--- src/rtl/pool_pkg.sv ---
// rtl/pool_pkg.sv - shared constants and lane arithmetic for the 2x2 pooling stream
package pool_pkg;

  localparam logic [1:0] POOL_BYPASS = 2'b00;
  localparam logic [1:0] POOL_MAX    = 2'b01;
  localparam logic [1:0] POOL_AVG    = 2'b10;

  localparam logic [1:0] ST_IDLE = 2'd0;
  localparam logic [1:0] ST_TOP  = 2'd1;
  localparam logic [1:0] ST_BOT  = 2'd2;
  localparam logic [1:0] ST_PASS = 2'd3;

  // Lanes are widened to LANE_PW bits so one signed compare/sum serves both signednesses.
  localparam int LANE_PW = 34;

  function automatic logic [LANE_PW-1:0] lane_ext(input logic [LANE_PW-1:0] x, input int w,
                                                  input logic sgn);
    logic [LANE_PW-1:0] t;
    t = x << (LANE_PW - w);
    if (sgn) t = $signed(t) >>> (LANE_PW - w);
    else     t = t >> (LANE_PW - w);
    return t;
  endfunction

  function automatic logic [LANE_PW-1:0] lane_max(input logic [LANE_PW-1:0] a,
                                                  input logic [LANE_PW-1:0] b);
    return ($signed(a) > $signed(b)) ? a : b;
  endfunction

  function automatic logic [LANE_PW-1:0] lane_avg4(input logic [LANE_PW-1:0] a,
                                                   input logic [LANE_PW-1:0] b,
                                                   input logic [LANE_PW-1:0] c,
                                                   input logic [LANE_PW-1:0] d);
    logic [LANE_PW-1:0] s;
    s = a + b + c + d + LANE_PW'(2);
    return $signed(s) >>> 2;
  endfunction

endpackage

--- src/rtl/pool_line_buf.sv ---
// rtl/pool_line_buf.sv - half-row store of horizontal partials; sync write, async read
module pool_line_buf #(
  parameter int DEPTH = 32,
  parameter int AW    = 5,
  parameter int WIDTH = 54
) (
  input  logic             i_clk,
  input  logic             i_we,
  input  logic [AW-1:0]    i_waddr,
  input  logic [WIDTH-1:0] i_wdata,
  input  logic [AW-1:0]    i_raddr,
  output logic [WIDTH-1:0] o_rdata
);

  logic [WIDTH-1:0] r_mem [DEPTH];

  always_ff @(posedge i_clk) begin
    if (i_we) r_mem[i_waddr] <= i_wdata;
  end

  assign o_rdata = r_mem[i_raddr];

endmodule

--- src/rtl/pool2x2_stream.sv ---
// rtl/pool2x2_stream.sv - 2x2 stride-2 max/avg pooling over a row-major pixel stream
module pool2x2_stream
  import pool_pkg::*;
#(
  parameter int DW    = 8,
  parameter int DN    = 6,
  parameter int MAX_W = 64,
  parameter int HW    = 10
) (
  input  logic                  i_clk,
  input  logic                  i_rst,
  input  logic [$clog2(MAX_W):0] i_cfg_width,
  input  logic [HW-1:0]         i_cfg_height,
  input  logic [1:0]            i_cfg_mode,
  input  logic                  i_cfg_signed,
  output logic                  o_cfg_err,
  input  logic [DN*DW-1:0]      i_m_data,
  input  logic                  i_m_valid,
  output logic                  o_m_ready,
  output logic [DN*DW-1:0]      o_s_data,
  output logic                  o_s_valid,
  input  logic                  i_s_ready,
  output logic                  o_s_last,
  output logic                  o_busy
);

  localparam int CW    = $clog2(MAX_W) + 1;
  localparam int DEPTH = MAX_W / 2;
  localparam int AW    = (DEPTH > 1) ? $clog2(DEPTH) : 1;
  localparam int LW    = DN * (DW + 1);

  logic [1:0]       r_state;
  logic [CW-1:0]    r_col;
  logic [HW-1:0]    r_row;
  logic [CW-1:0]    r_w;
  logic [HW-1:0]    r_h;
  logic [1:0]       r_mode;
  logic             r_sgn;
  logic [DN*DW-1:0] r_held;
  logic [DN*DW-1:0] r_s_data;
  logic             r_s_valid;
  logic             r_s_last;
  logic             r_cfg_err;

  logic             w_idle, w_legal, w_out_free, w_acc;
  logic [CW-1:0]    w_width;
  logic [HW-1:0]    w_height;
  logic [1:0]       w_mode;
  logic             w_sgn;
  logic             w_last_col, w_eof, w_last_win;
  logic [1:0]       w_cur, w_next;
  logic             w_emit, w_lb_we;
  logic [LW-1:0]    w_lb_wdata, w_lb_rdata;
  logic [DN*DW-1:0] w_pool_data;
  logic [LANE_PW-1:0] w_pe [DN];
  logic [LANE_PW-1:0] w_he [DN];
  logic [LANE_PW-1:0] w_ce [DN];

  assign w_idle     = (r_state == ST_IDLE);
  assign w_legal    = (i_cfg_width != '0) && (i_cfg_width <= CW'(MAX_W)) &&
                      (i_cfg_height != '0) && (i_cfg_mode != 2'b11);
  assign w_out_free = !r_s_valid || i_s_ready;
  assign o_m_ready  = w_idle ? (w_legal && w_out_free) : w_out_free;
  assign w_acc      = i_m_valid && o_m_ready;

  // In IDLE the beat being accepted is described by the live cfg inputs, not the latched copy.
  assign w_width  = w_idle ? i_cfg_width  : r_w;
  assign w_height = w_idle ? i_cfg_height : r_h;
  assign w_mode   = w_idle ? i_cfg_mode   : r_mode;
  assign w_sgn    = w_idle ? i_cfg_signed : r_sgn;

  assign w_last_col = (r_col == w_width - CW'(1));
  assign w_eof      = w_last_col && (r_row == w_height - HW'(1));
  assign w_last_win = (r_row == {r_h[HW-1:1], 1'b0} - HW'(1)) &&
                      (r_col == {r_w[CW-1:1], 1'b0} - CW'(1));

  always_comb begin
    w_cur = r_state;
    if (w_idle) w_cur = (i_cfg_mode == POOL_BYPASS) ? ST_PASS : ST_TOP;
    w_next = w_cur;
    if (w_eof) w_next = ST_IDLE;
    else if (w_last_col) begin
      if (w_cur == ST_TOP)      w_next = ST_BOT;
      else if (w_cur == ST_BOT) w_next = ST_TOP;
    end
  end

  assign w_emit  = w_acc && ((w_cur == ST_PASS) || ((w_cur == ST_BOT) && r_col[0]));
  assign w_lb_we = w_acc && (w_cur == ST_TOP) && r_col[0];

  // Partials are stored DW+1 wide: the pair max re-extended, or the exact pair sum.
  always_comb begin
    w_lb_wdata  = '0;
    w_pool_data = '0;
    for (int k = 0; k < DN; k++) begin
      w_ce[k] = lane_ext(LANE_PW'(i_m_data[k*DW +: DW]), DW, w_sgn);
      w_he[k] = lane_ext(LANE_PW'(r_held[k*DW +: DW]), DW, w_sgn);
      w_pe[k] = lane_ext(LANE_PW'(w_lb_rdata[k*(DW+1) +: (DW+1)]), DW + 1, w_sgn);
      w_lb_wdata[k*(DW+1) +: (DW+1)] = (w_mode == POOL_MAX) ?
          (DW+1)'(lane_max(w_he[k], w_ce[k])) : (DW+1)'(w_he[k] + w_ce[k]);
      w_pool_data[k*DW +: DW] = (w_mode == POOL_MAX) ?
          DW'(lane_max(lane_max(w_pe[k], w_he[k]), w_ce[k])) :
          DW'(lane_avg4(w_pe[k], '0, w_he[k], w_ce[k]));
    end
  end

  pool_line_buf #(
    .DEPTH (DEPTH),
    .AW    (AW),
    .WIDTH (LW)
  ) u_line_buf (
    .i_clk   (i_clk),
    .i_we    (w_lb_we),
    .i_waddr (r_col[AW:1]),
    .i_wdata (w_lb_wdata),
    .i_raddr (r_col[AW:1]),
    .o_rdata (w_lb_rdata)
  );

  always_ff @(posedge i_clk) begin
    if (i_rst) begin
      r_state   <= ST_IDLE;
      r_col     <= '0;
      r_row     <= '0;
      r_w       <= '0;
      r_h       <= '0;
      r_mode    <= POOL_BYPASS;
      r_sgn     <= 1'b0;
      r_held    <= '0;
      r_s_data  <= '0;
      r_s_valid <= 1'b0;
      r_s_last  <= 1'b0;
      r_cfg_err <= 1'b0;
    end else begin
      r_cfg_err <= w_idle && !w_legal;
      if (w_acc) begin
        if (w_idle) begin
          r_w    <= i_cfg_width;
          r_h    <= i_cfg_height;
          r_mode <= i_cfg_mode;
          r_sgn  <= i_cfg_signed;
        end
        if (!r_col[0]) r_held <= i_m_data;
        r_state <= w_next;
        if (w_eof) begin
          r_col <= '0;
          r_row <= '0;
        end else if (w_last_col) begin
          r_col <= '0;
          r_row <= r_row + HW'(1);
        end else begin
          r_col <= r_col + CW'(1);
        end
      end
      if (w_emit) begin
        r_s_data  <= (w_cur == ST_PASS) ? i_m_data : w_pool_data;
        r_s_last  <= (w_cur == ST_PASS) ? w_eof : w_last_win;
        r_s_valid <= 1'b1;
      end else if (i_s_ready) begin
        r_s_valid <= 1'b0;
        r_s_last  <= 1'b0;
      end
    end
  end

  assign o_s_data  = r_s_data;
  assign o_s_valid = r_s_valid;
  assign o_s_last  = r_s_last;
  assign o_cfg_err = r_cfg_err;
  assign o_busy    = !w_idle || r_s_valid;

endmodule

--- config.mk ---
export PLATFORM = sky130hd
export DESIGN_NAME = pool2x2_stream
export DESIGN_NICKNAME = d
export VERILOG_FILES = /design/src/rtl/pool_pkg.sv /design/src/rtl/pool_line_buf.sv /design/src/rtl/pool2x2_stream.sv
export SDC_FILE = /design/constraint.sdc
export NUM_CORES = 2
export LEC_CHECK = 0
export BUFFER_PORTS_ARGS = -buffer_cell sky130_fd_sc_hd__buf_2
export CELL_PAD_IN_SITES_DETAIL_PLACEMENT = 1
export CELL_PAD_IN_SITES_GLOBAL_PLACEMENT = 1
export CORE_AREA = 2 2 374 376
export CTS_BUF_LIST = sky130_fd_sc_hd__clkbuf_8
export DETAILED_ROUTE_END_ITERATION = 8
export DIE_AREA = 0 0 376 378
export GPL_TIMING_DRIVEN = 0
export PLACE_DENSITY = 0.87
export RECOVER_POWER = 25
export SETUP_SLACK_MARGIN = 0.15
export SYNTH_ARGS = -nofsm -noshare
export SYNTH_HDL_FRONTEND = slang
export SYNTH_SLANG_ARGS = --single-unit
--- constraint.sdc ---
create_clock -name i_clk -period 13.3 [get_ports i_clk]
set_input_delay 2.66 -clock i_clk [delete_from_list [all_inputs] [get_ports i_clk]]
set_output_delay 2.66 -clock i_clk [all_outputs]
set_load 0.01 [all_outputs]
==> run metrics <==
YS warnings 0; post-synthesis async set-or-reset flop share 0%; DRC viols 0; #FFs+latches synth 1871; fill cell count 11800; Routed Antenna Nets 0; most used cell along the critical path clkbuf_1; Worst VDD drop 143.7 µV; Die X 376 µm; clk root buf clkbuf_8; TritonCTS clock tree done; CTS buffer count 312; Die ar. 142100 µm²; status finished, violations left; cts repair resizes 0; PwrDens 146.8 nW/µm²; FMAX 90.86 MHz; Hold WC Path Type flop to flop; Placed Instance Area 90330 µm²; register area share after synthesis 65.43%; Hold-fix buffers, CTS 0; XOR/XNOR share of the synthesized area 1.539%; placer congestion estimate 0.9686; pre-CTS setup slack 3.107 ns; clk_lat worst skew 1.15 ns; critical path's slowest cell clkbuf_1; minimum clock period 11.01 ns; 1st-pass router iterations 8; Crit path arrival time 11.88 ns; share of the synthesized area in the top cell type 62.01%; worst rel slew slack -125.8%; fin crit share 82.75%; number of max-cap violations 59; Fin Hold WS 0.4718 ns; crit path launch type flop; HP Start r_mode[1]$_SDFFE_PP0P_; starting density of the core 60.41%; main combinational cell family by area after synthesis multiplexers; Mapped Area 83680 µm²; Ports 125; skew final 0.2043 ns; Clock Sinks 1871; total vias in the final route 57650; Mapped Cells 4896; setup TNS 0 ns; P_leak 31.70 nW; core area 138500 µm²; Final Hold Viols 0; Required @ worst endpoint 14.17 ns; max-slew violations 839; final non-filler cell total 7529; clock buffer depth 4; routed len/inst 44.68 µm; drt via density 7.657; top post-synthesis cells by count edfxtp_1 (1728), mux4_2 (512), nand2_1 (294), ha_1 (282), a21oi_1 (214); total grt overflow 0; Power Total 13.94 mW; Final Util 68.53%; largest area contributor in the netlist edfxtp_1; Nets 5904; Synth Area in Adders 5.365%; crit-path max cell delay 1.06 ns; Post-Syn Nets 5298; CP Capture Type flop; gr usage total 47.82%; number of port buffers 123; crit-path max FO 10; initial antenna violation count 22; total setup buffers inserted after CTS 0; first-pass GRT wire length 464.8 mm; worst setup margin 2.294 ns; Post-synth EDFFs 1728; mux share of post-synthesis cell area 16.24%; most numerous cell in the Yosys netlist edfxtp_1; Area growth syn-to-layout 13.43%; failing checks max-capacitance violations, max-slew violations; Worst-path clk slew 0.06 ns; worst slew pin tran 3.374 ns; RSZ-0062 raised after global routing false; largest net degree at the start of global routing 33; # rows 137; final setup violation count 0; Synth area leaders edfxtp_1 (62%), mux4_2 (14%), ha_1 (4.2%); Die Ht 378 µm; fin area 94920 µm²; number of global-route vias before repair 58450; crit path kind flop to flop; Synth Area in Simple Gates 4.218%; detailed placement HPWL 201.0 mm; H-tree depth 5; library cells used by synthesis 80; Compound-Gate Fraction of Synth Area 5.036%; Top FF cell, synth edfxtp_1; final wirelength 336.4 mm; initial drt markers 9908; Placed Cells incl. Taps 6994; layout cells sized above 1 23.19%; Avg Inst Size Synth 17.09 µm²
state kept, by name, indices dropped and copies added (netlist names), named ones only:
register and count:
r_w 7, r_col 7, r_state 2, o_s_last 1, o_cfg_err 1, r_h 10, u_line_buf.r_mem 1728, o_s_data 48
r_sgn 1, r_mode 2, r_row 10, o_s_valid 1, r_held 48
cell usage in the layout, fill, tap and decap left out, types with 29 or more instances in the layout:
cell | synthesis | final
a211oi_1 | 34 | 34
a21o_1 | 31 | 31
a21oi_1 | 214 | 213
buf_1 | 35 | 30
buf_12 | 1 | 61
buf_2 | 61 | 126
buf_6 | 9 | 35
clkbuf_1 | 106 | 208
clkbuf_8 | 0 | 324
clkinv_1 | 0 | 59
clkinv_2 | 0 | 29
dfxtp_1 | 143 | 143
edfxtp_1 | 1728 | 1728
fa_1 | 48 | 48
ha_1 | 282 | 282
inv_1 | 183 | 265
mux2_2 | 78 | 78
mux2i_1 | 94 | 87
mux4_2 | 512 | 512
nand2_1 | 294 | 294
nand3_1 | 71 | 71
nand4_1 | 34 | 34
nor2_1 | 211 | 211
nor3_1 | 46 | 45
o21ai_0 | 137 | 114
o21bai_1 | 43 | 43
xnor2_1 | 88 | 88
xor2_1 | 59 | 59
cells by family after synthesis:
logic type               after synthesis
buffers and inverters                415
flip-flops                          1871
XOR/XNOR                             147
AND/OR/NAND/NOR                      783
multiplexers                         693
AO/OA/AOI/OAI                        657
adder cells (fa/ha/maj)              330
worst max-delay path: cells and delay by family (launching register included):
| family | cells | cell delay (ns) |
|---|---|---|
| buffers and inverters | 7 | 4.71 |
| AOI/OAI and AO/OA | 11 | 3.11 |
| and+or+nand+nor | 7 | 1.07 |
| muxes | 2 | 0.82 |
| adders and majority gates | 2 | 0.73 |
| DFF | 1 | 0.43 |
layer usage:
| layer | global-route usage [%] | up-vias | share of wire [%] |
|---|---|---|---|
| li1 | - | 20770 | - |
| met3 | 16.16 | 1758 | 15 |
| met5 | 0 | - | 0.015 |
| met2 | 71.80 | 6391 | 44 |
| met1 | 58.94 | 28720 | 32 |
| met4 | 33.24 | 8 | 8.7 |
path summary, 6_finish.rpt:
kind / to / slack, ns / cells after the start
setup / recovery: o_s_data[19]$_SDFFE_PP0P_ / 2.29 / 29
hold / removal: r_mode[1]$_SDFFE_PP0P_ / 0.47 / 2
setup reg to reg: o_s_data[19]$_SDFFE_PP0P_ / 2.29 / 29
hold reg to reg: r_mode[1]$_SDFFE_PP0P_ / 0.47 / 2
layout make-up:
cell class / count / area (µm²) / share of cell area [%]
Sequential cell: 1871 / 54750 / 57.69
Tap cell: 1807 / 2261 / 2.382
Multi-Input combinational cell: 2610 / 27400 / 28.86
Buffer: 232 / 1129 / 1.189
Timing Repair Buffer: 292 / 3089 / 3.255
Clock buffer: 324 / 4459 / 4.698
Clock inverter: 193 / 1099 / 1.157
Inverter: 183 / 686.9 / 0.7237
Antenna cell: 17 / 42.54 / 0.04482
power breakdown:
group / leakage [nW] / switching (mW) / internal (mW)
Clock: 3.14 / 2.66 / 2.46
Sequential: 16.8 / 0.0456 / 6.74
Combinational: 11.8 / 1.37 / 0.659
Total: 31.7 / 4.07 / 9.86
Note: power is estimated with default switching activity, not from simulation.
